File: src/rtl/uart_cmd_ctrl.sv
// Turns a framed UART byte stream (SYNC, ADDR_HI, ADDR_LO, COUNT, DATA...) into
// single-entry buffered writes into a text buffer, with range, overflow and timeout aborts.
module uart_cmd_ctrl #(
  parameter logic [7:0] SYNC_BYTE      = 8'hAA,
  parameter int         ADDR_WIDTH     = 12,
  parameter int         MAX_ADDR       = 2399,
  parameter int         TIMEOUT_CYCLES = 10210000
) (
  input  logic                  clk_i,
  input  logic                  rstn_i,
  input  logic                  rx_wr_i,
  input  logic [7:0]            rx_data_i,
  output logic                  buf_we_o,
  input  logic                  buf_ready_i,
  output logic [ADDR_WIDTH-1:0] buf_addr_o,
  output logic [7:0]            buf_data_o,
  output logic                  busy_o,
  output logic                  done_o,
  output logic                  err_o
);

  localparam int                    TW       = $clog2(TIMEOUT_CYCLES + 1);
  localparam logic [TW-1:0]         TMO_LAST = TW'(TIMEOUT_CYCLES - 1);
  localparam logic [ADDR_WIDTH-1:0] PTR_LAST = ADDR_WIDTH'(MAX_ADDR);
  localparam logic [15:0]           MAX16    = 16'(MAX_ADDR);

  typedef enum logic [2:0] {IDLE, ADDR_HI, ADDR_LO, COUNT, DATA} state_t;

  state_t                  state_q;
  logic                    rx_wr_q;
  logic [7:0]              addr_hi_q;
  logic [ADDR_WIDTH-1:0]   ptr_q;
  logic [ADDR_WIDTH-1:0]   addr_q;
  logic [7:0]              hold_q;
  logic                    pending_q;
  logic [8:0]              cnt_q;
  logic [TW-1:0]           tmo_q;
  logic                    done_q;
  logic                    err_q;

  logic                    acc;
  logic                    wr_fire;
  logic                    tmo_hit;
  logic [15:0]             rx_addr;
  logic [ADDR_WIDTH-1:0]   ptr_d;

  assign acc     = rx_wr_i & ~rx_wr_q;
  assign wr_fire = pending_q & buf_ready_i;
  assign tmo_hit = (state_q != IDLE) && (tmo_q == TMO_LAST);
  assign rx_addr = {addr_hi_q, rx_data_i};
  assign ptr_d   = (ptr_q == PTR_LAST) ? '0 : ptr_q + 1'b1;

  // The write address is latched together with the data so that a new packet
  // may reload the pointer while the previous write is still stalled.
  always_ff @(posedge clk_i or negedge rstn_i) begin
    if (!rstn_i) begin
      state_q   <= IDLE;
      rx_wr_q   <= 1'b0;
      addr_hi_q <= '0;
      ptr_q     <= '0;
      addr_q    <= '0;
      hold_q    <= '0;
      pending_q <= 1'b0;
      cnt_q     <= '0;
      tmo_q     <= '0;
      done_q    <= 1'b0;
      err_q     <= 1'b0;
    end else begin
      rx_wr_q <= rx_wr_i;
      done_q  <= 1'b0;
      err_q   <= 1'b0;
      if (wr_fire) pending_q <= 1'b0;
      if (state_q == IDLE || acc) tmo_q <= '0;
      else                        tmo_q <= tmo_q + 1'b1;

      if (tmo_hit) begin
        err_q   <= 1'b1;
        state_q <= IDLE;
      end else if (acc) begin
        unique case (state_q)
          IDLE: if (rx_data_i == SYNC_BYTE) state_q <= ADDR_HI;
          ADDR_HI: begin
            addr_hi_q <= rx_data_i;
            state_q   <= ADDR_LO;
          end
          ADDR_LO: begin
            if (rx_addr > MAX16) begin
              err_q   <= 1'b1;
              state_q <= IDLE;
            end else begin
              ptr_q   <= ADDR_WIDTH'(rx_addr);
              state_q <= COUNT;
            end
          end
          COUNT: begin
            cnt_q   <= (rx_data_i == 8'd0) ? 9'd256 : {1'b0, rx_data_i};
            state_q <= DATA;
          end
          DATA: begin
            // A byte arriving while the holder is still full and not draining is lost.
            if (pending_q && !buf_ready_i) begin
              err_q   <= 1'b1;
              state_q <= IDLE;
            end else begin
              hold_q    <= rx_data_i;
              addr_q    <= ptr_q;
              ptr_q     <= ptr_d;
              pending_q <= 1'b1;
              cnt_q     <= cnt_q - 1'b1;
              if (cnt_q == 9'd1) begin
                done_q  <= 1'b1;
                state_q <= IDLE;
              end
            end
          end
          default: state_q <= IDLE;
        endcase
      end
    end
  end

  assign buf_we_o   = pending_q;
  assign buf_addr_o = addr_q;
  assign buf_data_o = hold_q;
  assign busy_o     = (state_q != IDLE);
  assign done_o     = done_q;
  assign err_o      = err_q;

endmodule

File: config.mk
export PLATFORM = sky130hd
export DESIGN_NAME = uart_cmd_ctrl
export DESIGN_NICKNAME = d
export VERILOG_FILES = /design/src/rtl/uart_cmd_ctrl.sv
export SDC_FILE = /design/constraint.sdc
export NUM_CORES = 1
export LEC_CHECK = 0
export BUFFER_PORTS_ARGS = -buffer_cell sky130_fd_sc_hd__clkbuf_2
export CAP_MARGIN = 40
export CORE_AREA = 2 2 98 100
export CTS_BUF_LIST = sky130_fd_sc_hd__clkbuf_8
export CTS_CLUSTER_DIAMETER = 40
export DETAILED_ROUTE_END_ITERATION = 16
export DIE_AREA = 0 0 100 102
export PLACE_DENSITY_LB_ADDON = 0.3
export SYNTH_ARGS = -nofsm -noshare
export SYNTH_HDL_FRONTEND = slang
export SYNTH_SLANG_ARGS = --single-unit
File: constraint.sdc
create_clock -name clk_i -period 2.8 [get_ports clk_i]
set_input_delay 0.42 -clock clk_i [delete_from_list [all_inputs] [get_ports clk_i]]
set_output_delay 0.42 -clock clk_i [all_outputs]
set_load 0.05 [all_outputs]
==> results of run 1 <==
-- cells by family after synthesis --
| logic type | after synthesis |
|---|---|
| AND/OR/NAND/NOR | 166 |
| buffers and inverters | 22 |
| multiplexers | 31 |
| adder cells (fa/ha/maj) | 4 |
| XOR/XNOR | 20 |
| AO/OA/AOI/OAI | 73 |
| flip-flops | 80 |
-- synth_stat cells (2+ instances only) --
cell	count	area (µm²)
nor4b_1	4	35.0
xnor2_1	5	43.8
o211ai_1	2	15.0
o22ai_1	3	18.8
inv_1	5	18.8
nand3_1	24	120
nor3_1	11	55.1
buf_1	3	11.3
or3b_2	3	26.3
nor2b_1	4	25.0
a211oi_1	2	15.0
mux2_2	29	327
o2bb2ai_1	3	26.3
o22a_1	2	17.5
and2_1	4	25.0
nor2_1	36	135
a31oi_1	5	31.3
a21oi_1	16	80.1
nor4_1	8	50.1
o2111ai_1	2	17.5
nand2_1	36	135
o21ai_0	14	70.1
nand2b_1	4	25.0
xor2_1	15	131
and3_1	8	50.1
or4_1	2	15.0
nand4_1	10	62.6
ha_1	4	50.1
clkbuf_1	8	30.0
dfrtp_1	80	2000
nor2_2	2	12.5
buf_2	5	25.0
a2bb2oi_1	3	26.3
a22o_1	5	43.8
o31ai_1	6	45.0
or3_1	4	25.0
-- registers in the layout (all words and copies together) (netlist names) --
signal and cells:
addr_hi_q 8, buf_addr_o 12, buf_data_o 8, buf_we_o 1, cnt_q 9, done_o 1, err_o 1, ptr_q 12
rx_wr_q 1, state_q 3, tmo_q 24
-- layout by cell type, fill, tap and decap left out, drive strengths merged, types with 5 or more instances in the layout --
cell | Yosys | final
dfrtp | 80 | 80
clkbuf | 8 | 43
nor2 | 38 | 38
nand2 | 36 | 36
mux2 | 30 | 30
nand3 | 25 | 25
a21oi | 16 | 16
xor2 | 15 | 15
o21ai | 15 | 15
nor3 | 11 | 11
nand4 | 10 | 10
and3 | 8 | 8
nor4 | 8 | 8
buf | 9 | 8
inv | 5 | 6
o31ai | 6 | 6
xnor2 | 5 | 5
a31oi | 5 | 5
a22o | 5 | 5
and2 | 5 | 5
-- cell type report --
type / instances / area share (%)
clock buffer: 9 / 2.73
clock inverter: 6 / 1.38
inverter: 5 / 0.413
multi-input combinational: 294 / 42.6
sequential: 80 / 44.1
tap: 111 / 3.06
timing repair buffer: 42 / 5.78
-- per-stage QoR --
stage | total power [mW] | area, µm² | cells
after global routing | 3.03 | 4540 | 547
after CTS | 2.89 | 4540 | 547
after floorplan | 1.88 | 4030 | 396
after detailed placement | 2.07 | 4360 | 532
final | 2.87 | 4540 | 547
after global placement | 2.05 | 4330 | 531
-- how the worst max path moves through the flow --
stage,slack [ps],depth (start not counted),from,to
2_1_floorplan,470,7,state_q[0]$_DFFE_PN0P_,ptr_q[0]$_DFFE_PN0P_
3_3_place_gp,560,6,state_q[0]$_DFFE_PN0P_,ptr_q[11]$_DFFE_PN0P_
3_5_place_dp,470,6,state_q[0]$_DFFE_PN0P_,ptr_q[11]$_DFFE_PN0P_
4_1_cts,460,6,state_q[0]$_DFFE_PN0P_,ptr_q[9]$_DFFE_PN0P_
5_1_grt,270,6,state_q[0]$_DFFE_PN0P_,ptr_q[11]$_DFFE_PN0P_
6_report,460,6,state_q[0]$_DFFE_PN0P_,ptr_q[11]$_DFFE_PN0P_
-- worst register-to-register path: stages (launching register included) --
cell	delay, ps
dfrtp_1	460
or3b_2	650
buf_4	240
a31oi_1	490
o21ai_0	190
nand3_1	120
o2bb2ai_1	110
-- where the power goes --
group	total (mW)	switching (mW)	internal (mW)	leakage (nW)
Clock	0.824	0.420	0.403	0.0925
Combinational	0.540	0.312	0.228	0.811
Sequential	1.51	0.186	1.32	1.08
-- routing by layer --
metal / vias to the layer above / wire (µm) / part of all wire (%) / track usage (%)
met3: 34 / 435 / 4.8 / 4.79
met1: 1524 / 4120 / 46 / 24.1
li1: 1518 / - / - / -
met5: - / 0 / 0 / 0
met4: 0 / 297 / 3.3 / 7.80
met2: 110 / 4160 / 46 / 30.8
==> flow_summary.ini, run 1 <==
[detailed_routing]
ant_nets = 0
viasPerCell = 5.82
vias = 3186
avgRoutedWirePerCell_um = 16.5
drtIter0Drc = 255
drt_pass1_iterations = 5
drc = 0
routed_wl_mm = 9.01

[layout]
drive_gt1_share_pct = 22.5
syn2layout_area_growth_pct = 12.7
n_antenna_cell = 0
final_nets = 448
fill_cells = 832
seqCellArea_um2 = 2000
multi_input_area_um2 = 1930
utilization_pct = 49.9

[place]
place_ws_ps = 467
gp_congestion = 0.865
hpwl_mm = 6.41
port-buffer-count = 35

[logic_synthesis]
yosys.area_share.simple_pct = 21.2
synth_top_family_by_area = simple AND/OR/NAND/NOR gates
synth_nets = 412
async_flop_share_pct = 100
syn_avg_cell_area_um2 = 10.2
netlist_area_um2 = 4030
synth.yosys.seq_area_share_pct = 49.7
synth_xor_area_share_pct = 4.35
synthMuxAreaShare_pct = 8.72
ys_types = 55
synth_flop_cell = dfrtp_1
synth_compound_area_share_pct = 12.4
synth-edff-count = 0
syn_inst = 396
synth-seq-cells = 80
ys_warn_count = 0
synthAdderAreaFrac_pct = 1.24

[sta]
setup_ws_ps = 461
period_share_pct = 83.5
hold_violations = 0
fmax_ghz = 0.428
whs_ps = 5.59
tightest_slew_ps = 775
slew_headroom_pct = 47.9
fin_crit_ps = 2340
rsz0062_at_grt = false
setup-tns-final_ps = 0
setup-violations-final = 0
maxSlewViolCount = 0
fin_skew_ps = 9.94

[flow_run]
cap_violations = 0

[clocking]
cts_tree = done
cts-root-buf = clkbuf_8
clock_latency_ps = 360
post_cts_resized = 0
cts.clk_slew.worst_paths_ps = 80
cts_setup_buffers = 0
h-tree-depth = 3
numCtsBuffers = 9
cts_hold_buf = 0
clock-sinks = 80
cts_max_path_buffers = 2

[global_routing]
grt.overflow.total = 0
gr-usage-all-layers_pct = 18.9
grt_antenna_before_repair = 0
grt_pass1_wl_mm = 15.2
grt_pass1_vias = 3123
grt_max_degree = 49

[die]
die_area_um2 = 10200
io_pins = 36
rows = 35
die_h_um = 102
start_util_pct = 44.2
core-area_um2 = 9110
die_w_um = 100

[critical_path]
r2r_setup_slack_ps = 460
crit_type = reg2reg
timing.rr.end = ptr_q[11]$_DFFE_PN0P_
rr_startpoint = state_q[0]$_DFFE_PN0P_
reg2regPathDepth = 6
cp_num_buf_inv = 1
crit_required_ps = 3080
cp_cell_sequence = or3b_2 -> buf_4 -> a31oi_1 -> o21ai_0 -> nand3_1 -> o2bb2ai_1
cpMaxStageDelayCell = or3b_2
arrival_ps = 2620
cpPeakStageDelay_ps = 650
cp-start-kind = register
cp_max_fo = 13
cp_top_family = compound AO/OA/AOI/OAI gates
cp-end-kind = register

[pwr]
p_per_area_nw_per_um2 = 632
leakagePower_nw = 1.99
vdd_drop_max_mv = 0.418

[run_status]
status = finished, final reports clean

[worst_hold_path]
hold_path_class = in2async
No activity file was read; power rests on OpenSTA's default activity.
==> run 2, diff against run 1 <==
- ABC_AREA: default -> 1
- CORE_AREA: 2 2 98 100 -> 2 2 104 106
- DIE_AREA: 0 0 100 102 -> 0 0 106 108
- clock period: 2.8 -> 2.1 ns (I/O delays scaled with it)
==> run 2 against run 1 <==
Net effect: synthesized area rose by 12%; core utilization rose by 0.39 points; critical path depth rose by 4; die area rose by 12%; clock skew rose by 6.3 ps; maximum frequency rose by 23%; sequential power rose by 58%.
==> flow_summary.ini, run 2 <==
[logic_synthesis]
netlist_area_um2 = 4510
syn_inst = 587
syn_avg_cell_area_um2 = 7.68
ys_types = 32
async_flop_share_pct = 100
synth-edff-count = 0
synth_nets = 603
ys_warn_count = 0
netlist.area_leader.share_pct = 44.4
yosys-top-cells-area = dfrtp_1, nand2_1, inv_1, o21ai_2, nor2_1
synth.most_common_cell = nand2_1
synth_common_cells = nand2_1, dfrtp_1, inv_1, nor2_1, o21ai_2
synth_flop_cell = dfrtp_1
synth_top_area_cell = dfrtp_1
synth.yosys.seq_area_share_pct = 44.4
synth-seq-cells = 80

[run_status]
status = finished, final reports clean

[sta]
period_share_pct = 90.5
rsz0062_at_grt = false
whs_ps = 73.8
fin_skew_ps = 16.2
fmax_ghz = 0.526
setup-violations-final = 0
hold_violations = 0
setup-tns-final_ps = 0
maxSlewViolCount = 0
fin_crit_ps = 1900
slew_headroom_pct = 65.5
tightest_slew_ps = 518

[die]
die_h_um = 108
start_util_pct = 44.1
rows = 37
die_area_um2 = 11400
die_w_um = 106
io_pins = 36
core-area_um2 = 10200

[critical_path]
cp-end-kind = register
crit_type = reg2reg
cp-start-kind = register
crit_required_ps = 2400
cp_max_fo = 17
arrival_ps = 2200

[pwr]
p_int_mw = 3.39
p_switching_mw = 2.73
vdd_drop_max_mv = 0.628
p_clk_share_pct = 20.3
p_per_area_nw_per_um2 = 1190
leakagePower_nw = 2.50
pwr-share-comb_pct = 40.7
power.share.switching_pct = 44.6
power_frac_seq_pct = 39.0
power.total_mw = 6.12

[detailed_routing]
vias = 3889
drtIter0Drc = 321
avgRoutedWirePerCell_um = 13.2
ant_nets = 0
viasPerCell = 4.98
routed_wl_mm = 10.3
drt_pass1_iterations = 5
drc = 0

[clocking]
numCtsBuffers = 9
post_cts_resized = 0
cts_max_path_buffers = 2
clock-sinks = 80
cts.clk_slew.worst_paths_ps = 90
cts-root-buf = clkbuf_8
cts_tree = done
clock_latency_ps = 360
h-tree-depth = 3

[layout]
final_nets = 657
layout_commonest_cell = nand2_1
layout_common_cells = nand2_1, dfrtp_1, inv_1
syn2layout_area_growth_pct = 14.1
n_antenna_cell = 0
largest_reg_flops = 24
drive_gt1_share_pct = 18.3
regMostFlops = tmo_q
fill_cells = 980

[global_routing]
use_met2_pct = 27.9
grt_antenna_before_repair = 0
grt_pass1_vias = 3458
busiest_layer = met1
grt.overflow.total = 0
grtUsageMet3_pct = 2.77
grt_use_met1_pct = 28.5
grt_pass1_wl_mm = 17.1
grt_max_degree = 41
gr-usage-all-layers_pct = 19.3

[place]
hpwl_mm = 7.68
gp_congestion = 0.890
port-buffer-count = 35

[worst_hold_path]
hold_path_class = in2reg

[flow_run]
cap_violations = 0
## run 2: changes by cell type in the layout (fill, tap and decap cells not counted), moves of 8 or more
cell,delta
nand2_1,+156
inv_1,+63
nor2_1,+30
mux2_2,-29
o21ai_2,+28
o21ai_0,+13
buf_4,+10
nand4_1,+9
and3_1,-8
nor4_1,-8
## run 2: cell type report
class / count / area [µm²] / share of cell area, %
Clock inverter: 6 / 86.3 / 1.68
Clock buffer: 9 / 124 / 2.41
Tap cell: 136 / 170 / 3.31
Inverter: 72 / 275 / 5.35
Timing Repair Buffer: 54 / 360 / 7.01
Sequential cell: 80 / 2000 / 38.9
Multi-Input combinational cell: 424 / 2120 / 41.3
## run 2: per-stage QoR
step,setup slack (ps),std cells,cell area [µm²],util (%)
3_5_place_dp,60.4,755,4820,47.1
5_1_grt,25.4,781,5140,50.3
2_1_floorplan,411,587,4510,-
6_report,199,781,5140,50.3
4_1_cts,51.1,771,5040,49.3
3_3_place_gp,141,755,4820,47.1
## run 2: final timing paths
| kind | endpoint | depth (start not counted) | slack, ps | start |
|---|---|---|---|---|
| worst max-delay path | buf_addr_o[4]$_DFFE_PN0P_ | 10 | 200 | tmo_q[0]$_DFF_PN0_ |
| worst min-delay path | rx_wr_q$_DFF_PN0_ | 1 | 70 | rx_wr_i |
| worst max register to register | buf_addr_o[4]$_DFFE_PN0P_ | 10 | 200 | tmo_q[0]$_DFF_PN0_ |
| worst min register to register | buf_data_o[2]$_DFFE_PN0P_ | 2 | 490 | buf_data_o[2]$_DFFE_PN0P_ |
| max in group asynchronous | addr_hi_q[7]$_DFFE_PN0P_ | 3 | 1000 | rstn_i |
| min in group asynchronous | cnt_q[7]$_DFFE_PN0P_ | 2 | 470 | rstn_i |
## run 2: what timing repair did
item	in CTS	in global routing
hold buffers	1	0
setup endpoints to repair	0	22
endpoints found under the hold margin	37	0
setup buffers	0	10
## run 2: logic make-up (layout without fill, tap and decap cells)
kind of cell               after synthesis  after routing  synth area share, %
and+or+nand+nor                        333            333                 32.7
buffers and inverters                   83            141                 8.47
DFF                                     80             80                 44.4
AOI/OAI and AO/OA                       73             73                 10.6
xor gates and xnor gates                14             14                 2.72
adders and majority gates                4              4                 1.11
## run 2: per-layer routing
metal / up-vias / part of all wire (%) / routed length, µm
met5: - / 0 / 0
met4: 0 / 2.2 / 229
met3: 16 / 4.4 / 454
met2: 96 / 43 / 4460
met1: 1806 / 50 / 5190
li1: 1971 / - / -
## run 2: power groups by stage
stage	clock network, mW	registers (mW)	logic (mW)
2_1_floorplan	0	2.80	1.47
3_3_place_gp	0	2.39	2.41
3_5_place_dp	0	2.40	2.46
4_1_cts	1.27	2.37	2.47
5_1_grt	1.34	2.44	2.77
6_report	1.24	2.38	2.49
## run 2: worst max-delay path, cell delays in order, from the launching register on
cell,delay (ps)
dfrtp_1,410
ha_1,220
nand3_2,130
nor2_1,120
nand3_1,150
nor2_4,250
nor2_4,70
nand3_4,190
buf_12,190
nand2_1,70
o21ai_2,50
